## config.mk

```make
export PLATFORM = sky130hd
export DESIGN_NAME = whack_game_ctrl_flat
export DESIGN_NICKNAME = d
export VERILOG_FILES = /design/src/rtl/whack_game_ctrl_if.sv /design/src/rtl/whack_game_ctrl.sv /design/src/flat_wrapper.sv
export SDC_FILE = /design/constraint.sdc
export NUM_CORES = 1
export LEC_CHECK = 0
export ABC_AREA = 1
export CAP_MARGIN = 25
export CORE_AREA = 2 2 93 95
export CTS_BUF_LIST = sky130_fd_sc_hd__clkbuf_8
export CTS_CLUSTER_DIAMETER = 100
export DETAILED_ROUTE_END_ITERATION = 6
export DIE_AREA = 0 0 95 97
export DONT_BUFFER_PORTS = 1
export PLACE_DENSITY = 0.45
export SLEW_MARGIN = 15
export SYNTH_ARGS = -nofsm -noshare
export SYNTH_HDL_FRONTEND = slang
export SYNTH_SLANG_ARGS = --single-unit
```

## constraint.sdc

```tcl
create_clock -name clk -period 1.7 [get_ports clk]
set_input_delay 0.34 -clock clk [delete_from_list [all_inputs] [get_ports clk]]
set_output_delay 0.34 -clock clk [all_outputs]
set_load 0.005 [all_outputs]
```

## src/rtl/whack_game_ctrl_if.sv

```systemverilog
// Control/status bundle between the whack-a-mole game controller and its
// surrounding board logic (buttons, PRNG, tick source, display drivers).
interface whack_game_ctrl_if #(
  parameter int N_MOLES = 8,
  parameter int IDXW    = 3
);
  logic               tick_1hz;
  logic               start_pulse;
  logic [N_MOLES-1:0] btn_release;
  logic [IDXW-1:0]    rnd;
  logic [N_MOLES-1:0] mole_leds;
  logic [15:0]        score;
  logic [3:0]         seconds_left;
  logic [7:0]         round_num;
  logic               hit_pulse;
  logic               miss_pulse;
  logic               game_over;

  modport master (
    output tick_1hz, start_pulse, btn_release, rnd,
    input  mole_leds, score, seconds_left, round_num, hit_pulse, miss_pulse, game_over
  );

  modport slave (
    input  tick_1hz, start_pulse, btn_release, rnd,
    output mole_leds, score, seconds_left, round_num, hit_pulse, miss_pulse, game_over
  );
endinterface

```

## src/rtl/whack_game_ctrl.sv

```systemverilog
// Whack-a-mole round sequencer: picks a mole per round, times the round,
// scores hits and wrong presses, and counts rounds until the game ends.
module whack_game_ctrl #(
  parameter int unsigned N_MOLES      = 8,
  parameter int unsigned ROUND_SEC    = 6,
  parameter int unsigned N_ROUNDS     = 10,
  parameter int unsigned SCORE_MULT   = 1,
  parameter int unsigned MISS_PENALTY = 0,
  parameter int unsigned SCORE_MAX    = 9999
) (
  input  logic             clk,
  input  logic             rst,
  whack_game_ctrl_if.slave bus
);
  localparam int IDXW = (N_MOLES > 2) ? $clog2(N_MOLES) : 1;

  typedef enum logic [2:0] {IDLE, ARM, ACTIVE, NEXT, DONE} state_t;

  state_t             state_r;
  logic [IDXW-1:0]    idx_r;
  logic               prev_valid_r;
  logic [15:0]        score_r;
  logic [3:0]         seconds_r;
  logic [7:0]         round_r;
  logic [N_MOLES-1:0] leds_r;
  logic               hit_r;
  logic               miss_r;
  logic               game_over_r;

  logic [IDXW-1:0]    rnd_mod_s;
  logic [IDXW-1:0]    arm_idx_s;
  logic               hit_s;
  logic [31:0]        score_add_s;
  logic [15:0]        score_hit_s;
  logic [15:0]        score_wrong_s;

  // Next-mole pick with repeat avoidance, and saturating/flooring score math
  always_comb begin
    rnd_mod_s     = IDXW'(32'(bus.rnd) % 32'(N_MOLES));
    arm_idx_s     = rnd_mod_s;
    hit_s         = bus.btn_release[idx_r];
    score_add_s   = 32'(score_r) + 32'(SCORE_MULT);
    score_hit_s   = score_r;
    score_wrong_s = score_r;
    if (prev_valid_r && (rnd_mod_s == idx_r)) begin
      arm_idx_s = (rnd_mod_s == IDXW'(N_MOLES - 1)) ? IDXW'(0) : rnd_mod_s + IDXW'(1);
    end else begin
      arm_idx_s = rnd_mod_s;
    end
    if (score_add_s > 32'(SCORE_MAX)) begin
      score_hit_s = 16'(SCORE_MAX);
    end else begin
      score_hit_s = 16'(score_add_s);
    end
    if (32'(score_r) >= 32'(MISS_PENALTY)) begin
      score_wrong_s = 16'(32'(score_r) - 32'(MISS_PENALTY));
    end else begin
      score_wrong_s = 16'd0;
    end
  end

  // Game FSM with all outputs registered
  always_ff @(posedge clk or posedge rst) begin
    if (rst) begin
      state_r      <= IDLE;
      idx_r        <= '0;
      prev_valid_r <= 1'b0;
      score_r      <= 16'd0;
      seconds_r    <= 4'd0;
      round_r      <= 8'd0;
      leds_r       <= '0;
      hit_r        <= 1'b0;
      miss_r       <= 1'b0;
      game_over_r  <= 1'b0;
    end else begin
      hit_r  <= 1'b0;
      miss_r <= 1'b0;
      case (state_r)
        IDLE, DONE: begin
          if (bus.start_pulse) begin
            score_r      <= 16'd0;
            round_r      <= 8'd0;
            prev_valid_r <= 1'b0;
            game_over_r  <= 1'b0;
            state_r      <= ARM;
          end
        end
        ARM: begin
          idx_r        <= arm_idx_s;
          prev_valid_r <= 1'b1;
          seconds_r    <= 4'(ROUND_SEC);
          leds_r       <= N_MOLES'(1) << arm_idx_s;
          state_r      <= ACTIVE;
        end
        ACTIVE: begin
          // A hit outranks both a coincident tick and any other pressed buttons
          if (hit_s) begin
            score_r <= score_hit_s;
            hit_r   <= 1'b1;
            leds_r  <= '0;
            state_r <= NEXT;
          end else begin
            if (|bus.btn_release) begin
              score_r <= score_wrong_s;
            end
            if (bus.tick_1hz) begin
              if (seconds_r > 4'd1) begin
                seconds_r <= seconds_r - 4'd1;
              end else begin
                seconds_r <= 4'd0;
                miss_r    <= 1'b1;
                leds_r    <= '0;
                state_r   <= NEXT;
              end
            end
          end
        end
        NEXT: begin
          round_r <= round_r + 8'd1;
          if ((round_r + 8'd1) == 8'(N_ROUNDS)) begin
            game_over_r <= 1'b1;
            state_r     <= DONE;
          end else begin
            state_r <= ARM;
          end
        end
        default: begin
          state_r <= IDLE;
        end
      endcase
    end
  end

  assign bus.mole_leds    = leds_r;
  assign bus.score        = score_r;
  assign bus.seconds_left = seconds_r;
  assign bus.round_num    = round_r;
  assign bus.hit_pulse    = hit_r;
  assign bus.miss_pulse   = miss_r;
  assign bus.game_over    = game_over_r;
endmodule

```

## src/flat_wrapper.sv

```systemverilog
// flat-port wrapper written by rule: the top's interface ports become plain ports
module whack_game_ctrl_flat 
#(
  parameter int unsigned N_MOLES      = 8,
  parameter int unsigned ROUND_SEC    = 6,
  parameter int unsigned N_ROUNDS     = 10,
  parameter int unsigned SCORE_MULT   = 1,
  parameter int unsigned MISS_PENALTY = 0,
  parameter int unsigned SCORE_MAX    = 9999
)
  (clk, rst, bus_tick_1hz, bus_start_pulse, bus_btn_release, bus_rnd, bus_mole_leds, bus_score, bus_seconds_left, bus_round_num, bus_hit_pulse, bus_miss_pulse, bus_game_over);
  whack_game_ctrl_if #(.N_MOLES(N_MOLES), .IDXW(3)) bus_i ();
  input  logic clk;
  input  logic rst;
  input wire logic [$bits(bus_i.tick_1hz)-1:0] bus_tick_1hz;
  input wire logic [$bits(bus_i.start_pulse)-1:0] bus_start_pulse;
  input wire logic [$bits(bus_i.btn_release)-1:0] bus_btn_release;
  input wire logic [$bits(bus_i.rnd)-1:0] bus_rnd;
  output wire logic [$bits(bus_i.mole_leds)-1:0] bus_mole_leds;
  output wire logic [$bits(bus_i.score)-1:0] bus_score;
  output wire logic [$bits(bus_i.seconds_left)-1:0] bus_seconds_left;
  output wire logic [$bits(bus_i.round_num)-1:0] bus_round_num;
  output wire logic [$bits(bus_i.hit_pulse)-1:0] bus_hit_pulse;
  output wire logic [$bits(bus_i.miss_pulse)-1:0] bus_miss_pulse;
  output wire logic [$bits(bus_i.game_over)-1:0] bus_game_over;
  assign bus_i.tick_1hz = bus_tick_1hz;
  assign bus_i.start_pulse = bus_start_pulse;
  assign bus_i.btn_release = bus_btn_release;
  assign bus_i.rnd = bus_rnd;
  assign bus_mole_leds = bus_i.mole_leds;
  assign bus_score = bus_i.score;
  assign bus_seconds_left = bus_i.seconds_left;
  assign bus_round_num = bus_i.round_num;
  assign bus_hit_pulse = bus_i.hit_pulse;
  assign bus_miss_pulse = bus_i.miss_pulse;
  assign bus_game_over = bus_i.game_over;
  whack_game_ctrl #(.N_MOLES(N_MOLES), .ROUND_SEC(ROUND_SEC), .N_ROUNDS(N_ROUNDS), .SCORE_MULT(SCORE_MULT), .MISS_PENALTY(MISS_PENALTY), .SCORE_MAX(SCORE_MAX)) u_core (.clk(clk), .rst(rst), .bus(bus_i));
endmodule
```

# Word-level counts from Yosys, hierarchy flattened
# Index checks and enable logic that the tools add are counted.
# totals
ff_bits,46
input_bits,15
out_inout_bits,39
elab_cells,80
# op_classes
n_addsub,4
n_lt_le_gt_ge,3
n_eq_ne,14
shifts,1
n_mux,34
reduce_logical,14
# ops
cell,n
16-bit two-way mux,3
"32-bit by 14-bit > comparator with 1-bit output, second input constant",1
8-bit two-way mux,4
16-bit case mux with 2 select lines,1
8-bit case mux with 2 select lines,2
3-bit two-way mux,7
"16-bit by 1-bit adder with 17-bit output, second input constant",1
3-bit AND reduction,5
4-bit two-way mux,3
3-bit case mux with 4 select lines,1
1-bit two-way mux,9
"8-bit by 1-bit adder with 8-bit output, second input constant",1
"8-bit by 4-bit == test with 1-bit output, second input constant",1
4-bit case mux with 2 select lines,1
2-bit nonzero test,4
"1-bit by 3-bit left shift with 8-bit output, first input constant",1
"3-bit by 2-bit == test with 1-bit output, second input constant",2
"3-bit == test, second input constant",2
"2-bit inequality test, second input constant",3
"3-bit by 2-bit inequality test with 1-bit output, second input constant",2
"4-bit by 1-bit > comparator with 1-bit output, second input constant",1
"3-bit by 4-bit less-than comparator with 1-bit output, second input constant",1
"2-bit by 1-bit inequality test with 1-bit output, second input constant",2
1-bit case mux with 2 select lines,2
other kinds (9),10

# Depth between registers and ports, before layout
# depth
word_depth,5
ltp_mapped,14

# Worst setup path before layout
# No wires, ideal clock.
# synth_timing
path_type,register to register
from,"register u_core.score_r[1], in the netlist u_core.bus.score[1]"
to,"register u_core.score_r[11], in the netlist u_core.bus.score[11]"
arrival_time_ns,1.533
required_ns,1.582
setup_slack_ns,0.049
path_stages_with_launch,13
synth_period_minus_slack_ns,1.651
cell_sequence,dfrtp_1 ha_1 nand3_2 nor2_4 nand2_1 nand2_1 nand3_1 nor2_1 nand2_1 nand2_2 nand2_4 nand2_4 o21ai_2
# synth_via
elab_chain_len,5
# synth_rtl
item,line,source
"start, declared",whack_game_ctrl.sv:22,logic [15:0] score_r;
"start signal, assigned",whack_game_ctrl.sv:98,score_r <= score_hit_s;
"start signal, assigned",whack_game_ctrl.sv:104,score_r <= score_wrong_s;
16-bit by 1-bit adder with 17-bit output (*),whack_game_ctrl.sv:42,score_add_s = 32'(score_r) + 32'(SCORE_MULT);
32-bit by 14-bit > comparator with 1-bit output,whack_game_ctrl.sv:50,if (score_add_s > 32'(SCORE_MAX)) begin
16-bit two-way mux (*),whack_game_ctrl.sv:50,
16-bit two-way mux (*),whack_game_ctrl.sv:97,if (hit_s) begin
16-bit case mux with 2 select lines (*),whack_game_ctrl.sv:78,case (state_r)
# Every way passes the cells marked *; elsewhere a longest branch is shown, timed or not. The select of a mux whose other input is x is not followed.
# A chain may end at the register's enable or synchronous reset.

# Worst setup path in the final report
# layout_timing
from,"register u_core.score_r[0], in the netlist u_core.bus.score[0]"
to,"register u_core.score_r[2], in the netlist u_core.bus.score[2]"
# The elaborated chain is that of the path after synthesis.

==> impl_metrics.ini <==
[placement]
dp_hpwl_um = 5249
dpl_worst_slack_ns = -0.1373
portbufs = 0
place_congestion = 0.8184
placed_area_um2 = 3218

[final_layout]
area_of_the_multi_input_gates_um2 = 1612
sequential_cell_area_in_the_final_layout_um2 = 1156
layout.core_utilization = 0.4399
synth_to_final_area_change_pct = 28.89
final_nets = 443
post-route-cell-area_um2 = 3578
n_fill_cell = 852
drive_gt1_frac = 0.2850
insertedDiodeCount = 0

[worst_setup_path]
critical_path.reg2reg.startpoint = u_core.bus.score[0]
crit_path_top_delay_cell = sky130_fd_sc_hd__dfrtp_1
path_class = register to register
timing.critical_path.slowest_cell_delay_ns = 0.42
worstRegToRegCells = 9
critical_path.endpoint = u_core.bus.score[2]
worst_setup_path_start_kind = register
worstReg2RegEnd = u_core.bus.score[2]
critical_path.most_common_cell = sky130_fd_sc_hd__nand2_1
cp_cell_sequence = ha_4 > nand3_4 > nor2_4 > nand4_1 > a21oi_4 > buf_12 > nand3_2 > nand2_1 > nand2_1
critical_path_peak_fanout = 9
path_depth = 9
critical_path.endpoint_type = register
worstPathArrival_ns = 1.93
rrSetupSlack_ns = -0.03
critPathTopFamily = simple AND/OR/NAND/NOR gates
worst_ep_required_time_ns = 1.90
critPathLaunch = u_core.bus.score[0]
critPathBufInv = 1

[global_routing]
grt_max_degree = 27
grt_first_pass_wirelength_um = 11530
global_route.overflow_total = 0
grt_antenna_before_repair = 0
number_of_global_route_vias_before_repair = 2368
grt_util_all_layers = 0.1584

[synthesis]
post_synth_fa_ha_maj_area_fraction = 0.03605
synth_xor_area_frac = 0.03470
seq_total_area_yosys = 0.4146
post_synthesis_net_count = 392
synth-warning-count = 0
synth_cell_type_count = 30
synth_top_family_by_area = simple AND/OR/NAND/NOR gates
proportion_of_synthesized_area_in_mux_cells = 0
synth_area_in_compound_gates = 0.09599
synthesis.area_um2 = 2776
syn_avg_cell_area_um2 = 7.524
synthSimpleGateAreaFrac = 0.3493
yosys_register_bits = 46
cell_count_after_synthesis = 369

[route]
dr_total_vias = 2443
drt_drc_violations_left = 0
drt.antenna.violating_nets = 0
viasPerCell = 4.644
dr.first_iter.drc_count = 73
drt_pre_antenna_iters = 4
finalWirelength_um = 6960
routedWlPerCell_um = 13.23

[timing]
timing.final.hold_violations = 0
timing.fmax_mhz = 578.4
worst-slew-pin-transition_ns = 0.5008
postLayoutSetupSlackWorst_ns = -0.02890
min_period_over_period = 1.017
slew_margin_rel = 0.6656
timing.final.crit_period_ns = 1.729
tns_ns = -0.05690
fin_worst_skew_ns = 0.008513
maxSlewViolCount = 0
rsz0062_at_grt = true
setup_viol = 6

[run]
timing.max_cap.violations = 0

[status]
outcome = finished with violations
failed_checks = negative setup slack

[floorplan]
fp.dieH_um = 97
io_pins = 54
std_cell_rows = 33
design.core.area_um2 = 8134
floorplan.die_area_um2 = 9215
die_width_um = 95
start_util = 0.3413

[clock_tree]
clock_latency_ns = 0.30
cts_tree = done
cts_made_buffers = 5
clock_tree.htree_level_count = 2
clock_transition_at_path_regs_ns = 0.09
clock_tree.root_cell = sky130_fd_sc_hd__clkbuf_8
ctsLongestPathBuffers = 2
number_of_clock_sinks = 46

[pwr]
power.static_leakage_nw = 1.788
power.density_cell_area_nw_per_um2 = 1243
peakVddDrop_mv = 0.6586

[hold_path]
timing.hold.worst.class = input port to register
worstHoldStart = bus_tick_1hz
where the power goes:
group / switching, mW / internal [mW]
Combinational: 1.20 / 0.766
Sequential: 0.271 / 1.38
Clock: 0.393 / 0.434
Total: 1.87 / 2.58
worst register-to-register path: stages, from the launching register on:
cell                      delay [ns]
sky130_fd_sc_hd__dfrtp_1        0.42
sky130_fd_sc_hd__ha_4           0.19
sky130_fd_sc_hd__nand3_4        0.12
sky130_fd_sc_hd__nor2_4         0.14
sky130_fd_sc_hd__nand4_1        0.18
sky130_fd_sc_hd__a21oi_4        0.20
sky130_fd_sc_hd__buf_12         0.16
sky130_fd_sc_hd__nand3_2        0.09
sky130_fd_sc_hd__nand2_1        0.07
sky130_fd_sc_hd__nand2_1        0.05
placed cells by master, fill, tap and decap left out, types with 2 or more instances in the layout:
cell type	netlist	final
sky130_fd_sc_hd__dfrtp_1	46	42
sky130_fd_sc_hd__o22ai_1	5	5
sky130_fd_sc_hd__xor2_1	8	7
sky130_fd_sc_hd__dfrtp_2	0	4
sky130_fd_sc_hd__clkinv_2	0	2
sky130_fd_sc_hd__buf_6	0	2
sky130_fd_sc_hd__nand2_4	2	5
sky130_fd_sc_hd__ha_1	8	7
sky130_fd_sc_hd__nand2_2	9	9
sky130_fd_sc_hd__nand2_1	116	111
sky130_fd_sc_hd__inv_2	5	7
sky130_fd_sc_hd__inv_1	41	39
sky130_fd_sc_hd__nand3_2	1	9
sky130_fd_sc_hd__clkbuf_8	0	5
sky130_fd_sc_hd__a21oi_1	5	5
sky130_fd_sc_hd__nand4_1	6	6
sky130_fd_sc_hd__o21ai_0	13	10
sky130_fd_sc_hd__o21ai_1	8	9
sky130_fd_sc_hd__nand3_1	29	20
sky130_fd_sc_hd__o21ai_2	7	9
sky130_fd_sc_hd__buf_12	0	3
sky130_fd_sc_hd__buf_4	2	40
sky130_fd_sc_hd__nand3b_1	2	2
sky130_fd_sc_hd__nor2_4	6	9
sky130_fd_sc_hd__nor2_2	2	5
sky130_fd_sc_hd__xnor2_1	3	3
sky130_fd_sc_hd__nand2_8	0	2
sky130_fd_sc_hd__nor2_1	36	30
cell type report:
class,count,share of cell area
Sequential cell,46,0.3231
Clock inverter,3,0.01119
Timing Repair Buffer,47,0.1112
Tap cell,105,0.03671
Clock buffer,5,0.01923
Multi-Input combinational cell,274,0.4504
Inverter,46,0.04825
timing repair:
item,CTS,global route
gates cloned,0,1
pin swaps,6,13
buffers inserted,3,3
endpoints found under the hold margin,20,0
gates resized for setup,16,32
hold buffers,1,0
setup endpoints to repair,21,30
cells in the mapped netlist:
library cell | count | area, µm²
sky130_fd_sc_hd__ha_1 | 8 | 100.1
sky130_fd_sc_hd__o22ai_1 | 5 | 31.28
sky130_fd_sc_hd__nand2_1 | 116 | 435.4
sky130_fd_sc_hd__nand3_1 | 29 | 145.1
sky130_fd_sc_hd__a21oi_4 | 1 | 16.27
sky130_fd_sc_hd__inv_1 | 41 | 153.9
sky130_fd_sc_hd__or2_1 | 1 | 6.260
sky130_fd_sc_hd__o31ai_2 | 1 | 12.51
sky130_fd_sc_hd__nor3_4 | 1 | 16.27
sky130_fd_sc_hd__nand2_2 | 9 | 56.30
sky130_fd_sc_hd__buf_2 | 1 | 5.000
sky130_fd_sc_hd__nand3_2 | 1 | 10.01
sky130_fd_sc_hd__nand3b_1 | 2 | 15.01
sky130_fd_sc_hd__o21ai_0 | 13 | 65.06
sky130_fd_sc_hd__inv_2 | 5 | 18.77
sky130_fd_sc_hd__o21ai_1 | 8 | 40.04
sky130_fd_sc_hd__xor2_1 | 8 | 70.07
sky130_fd_sc_hd__nor2_4 | 6 | 67.56
sky130_fd_sc_hd__xnor2_1 | 3 | 26.28
sky130_fd_sc_hd__nor2_1 | 36 | 135.1
sky130_fd_sc_hd__o21bai_1 | 1 | 7.510
sky130_fd_sc_hd__o211ai_1 | 1 | 7.510
sky130_fd_sc_hd__nor3_1 | 2 | 10.01
sky130_fd_sc_hd__buf_4 | 2 | 15.01
sky130_fd_sc_hd__dfrtp_1 | 46 | 1151
sky130_fd_sc_hd__nand4_1 | 6 | 37.54
sky130_fd_sc_hd__o21ai_2 | 7 | 61.31
sky130_fd_sc_hd__a21oi_1 | 5 | 25.02
sky130_fd_sc_hd__nand2_4 | 2 | 22.52
sky130_fd_sc_hd__nor2_2 | 2 | 12.51
cells by family (layout without fill, tap and decap cells):
group                    Yosys count  after routing
XOR/XNOR                          11             11
adder cells (fa/ha/maj)            8              8
flip-flops                        46             46
buffers and inverters             49            101
AO/OA/AOI/OAI                     42             42
AND/OR/NAND/NOR                  213            213
state kept, by name (all words and copies together), names as in the netlist:
name / flops
u_core.bus.seconds_left: 4
u_core.idx_r: 3
u_core.bus.mole_leds: 8
u_core.bus.hit_pulse: 1
u_core.prev_valid_r: 1
u_core.bus.miss_pulse: 1
u_core.bus.game_over: 1
u_core.bus.score: 16
u_core.bus.round_num: 8
u_core.state_r: 3
through the flow:
step	power, mW	hold slack, ns	instances
floorplan	2.850	0.4385	369
CTS	4.398	0.1575	522
global route	4.861	0.1655	526
finish	4.449	0.1702	526
detailed placement	3.488	0.2920	510
global placement	3.480	0.2874	510
routing by layer:
layer  vias to the layer above  GRT usage  wire [µm]
met3                         8    0.03271        301
met5                         -          0          0
met4                         0    0.04459        106
met2                        42     0.2777       3568
li1                       1270          -          -
met1                      1123     0.1935       2984
worst min-delay path by stage:
| stage | endpoint | slack [ns] | depth (start not counted) |
|---|---|---|---|
| after global placement | u_core.bus.hit_pulse | 0.29 | 1 |
| after global routing | u_core.bus.miss_pulse | 0.17 | 2 |
| final | u_core.bus.miss_pulse | 0.17 | 2 |
| after floorplan | u_core.prev_valid_r | 0.44 | 2 |
| after CTS | u_core.bus.miss_pulse | 0.16 | 2 |
| after detailed placement | u_core.bus.hit_pulse | 0.29 | 1 |
Power figures use the tool's default switching activity.
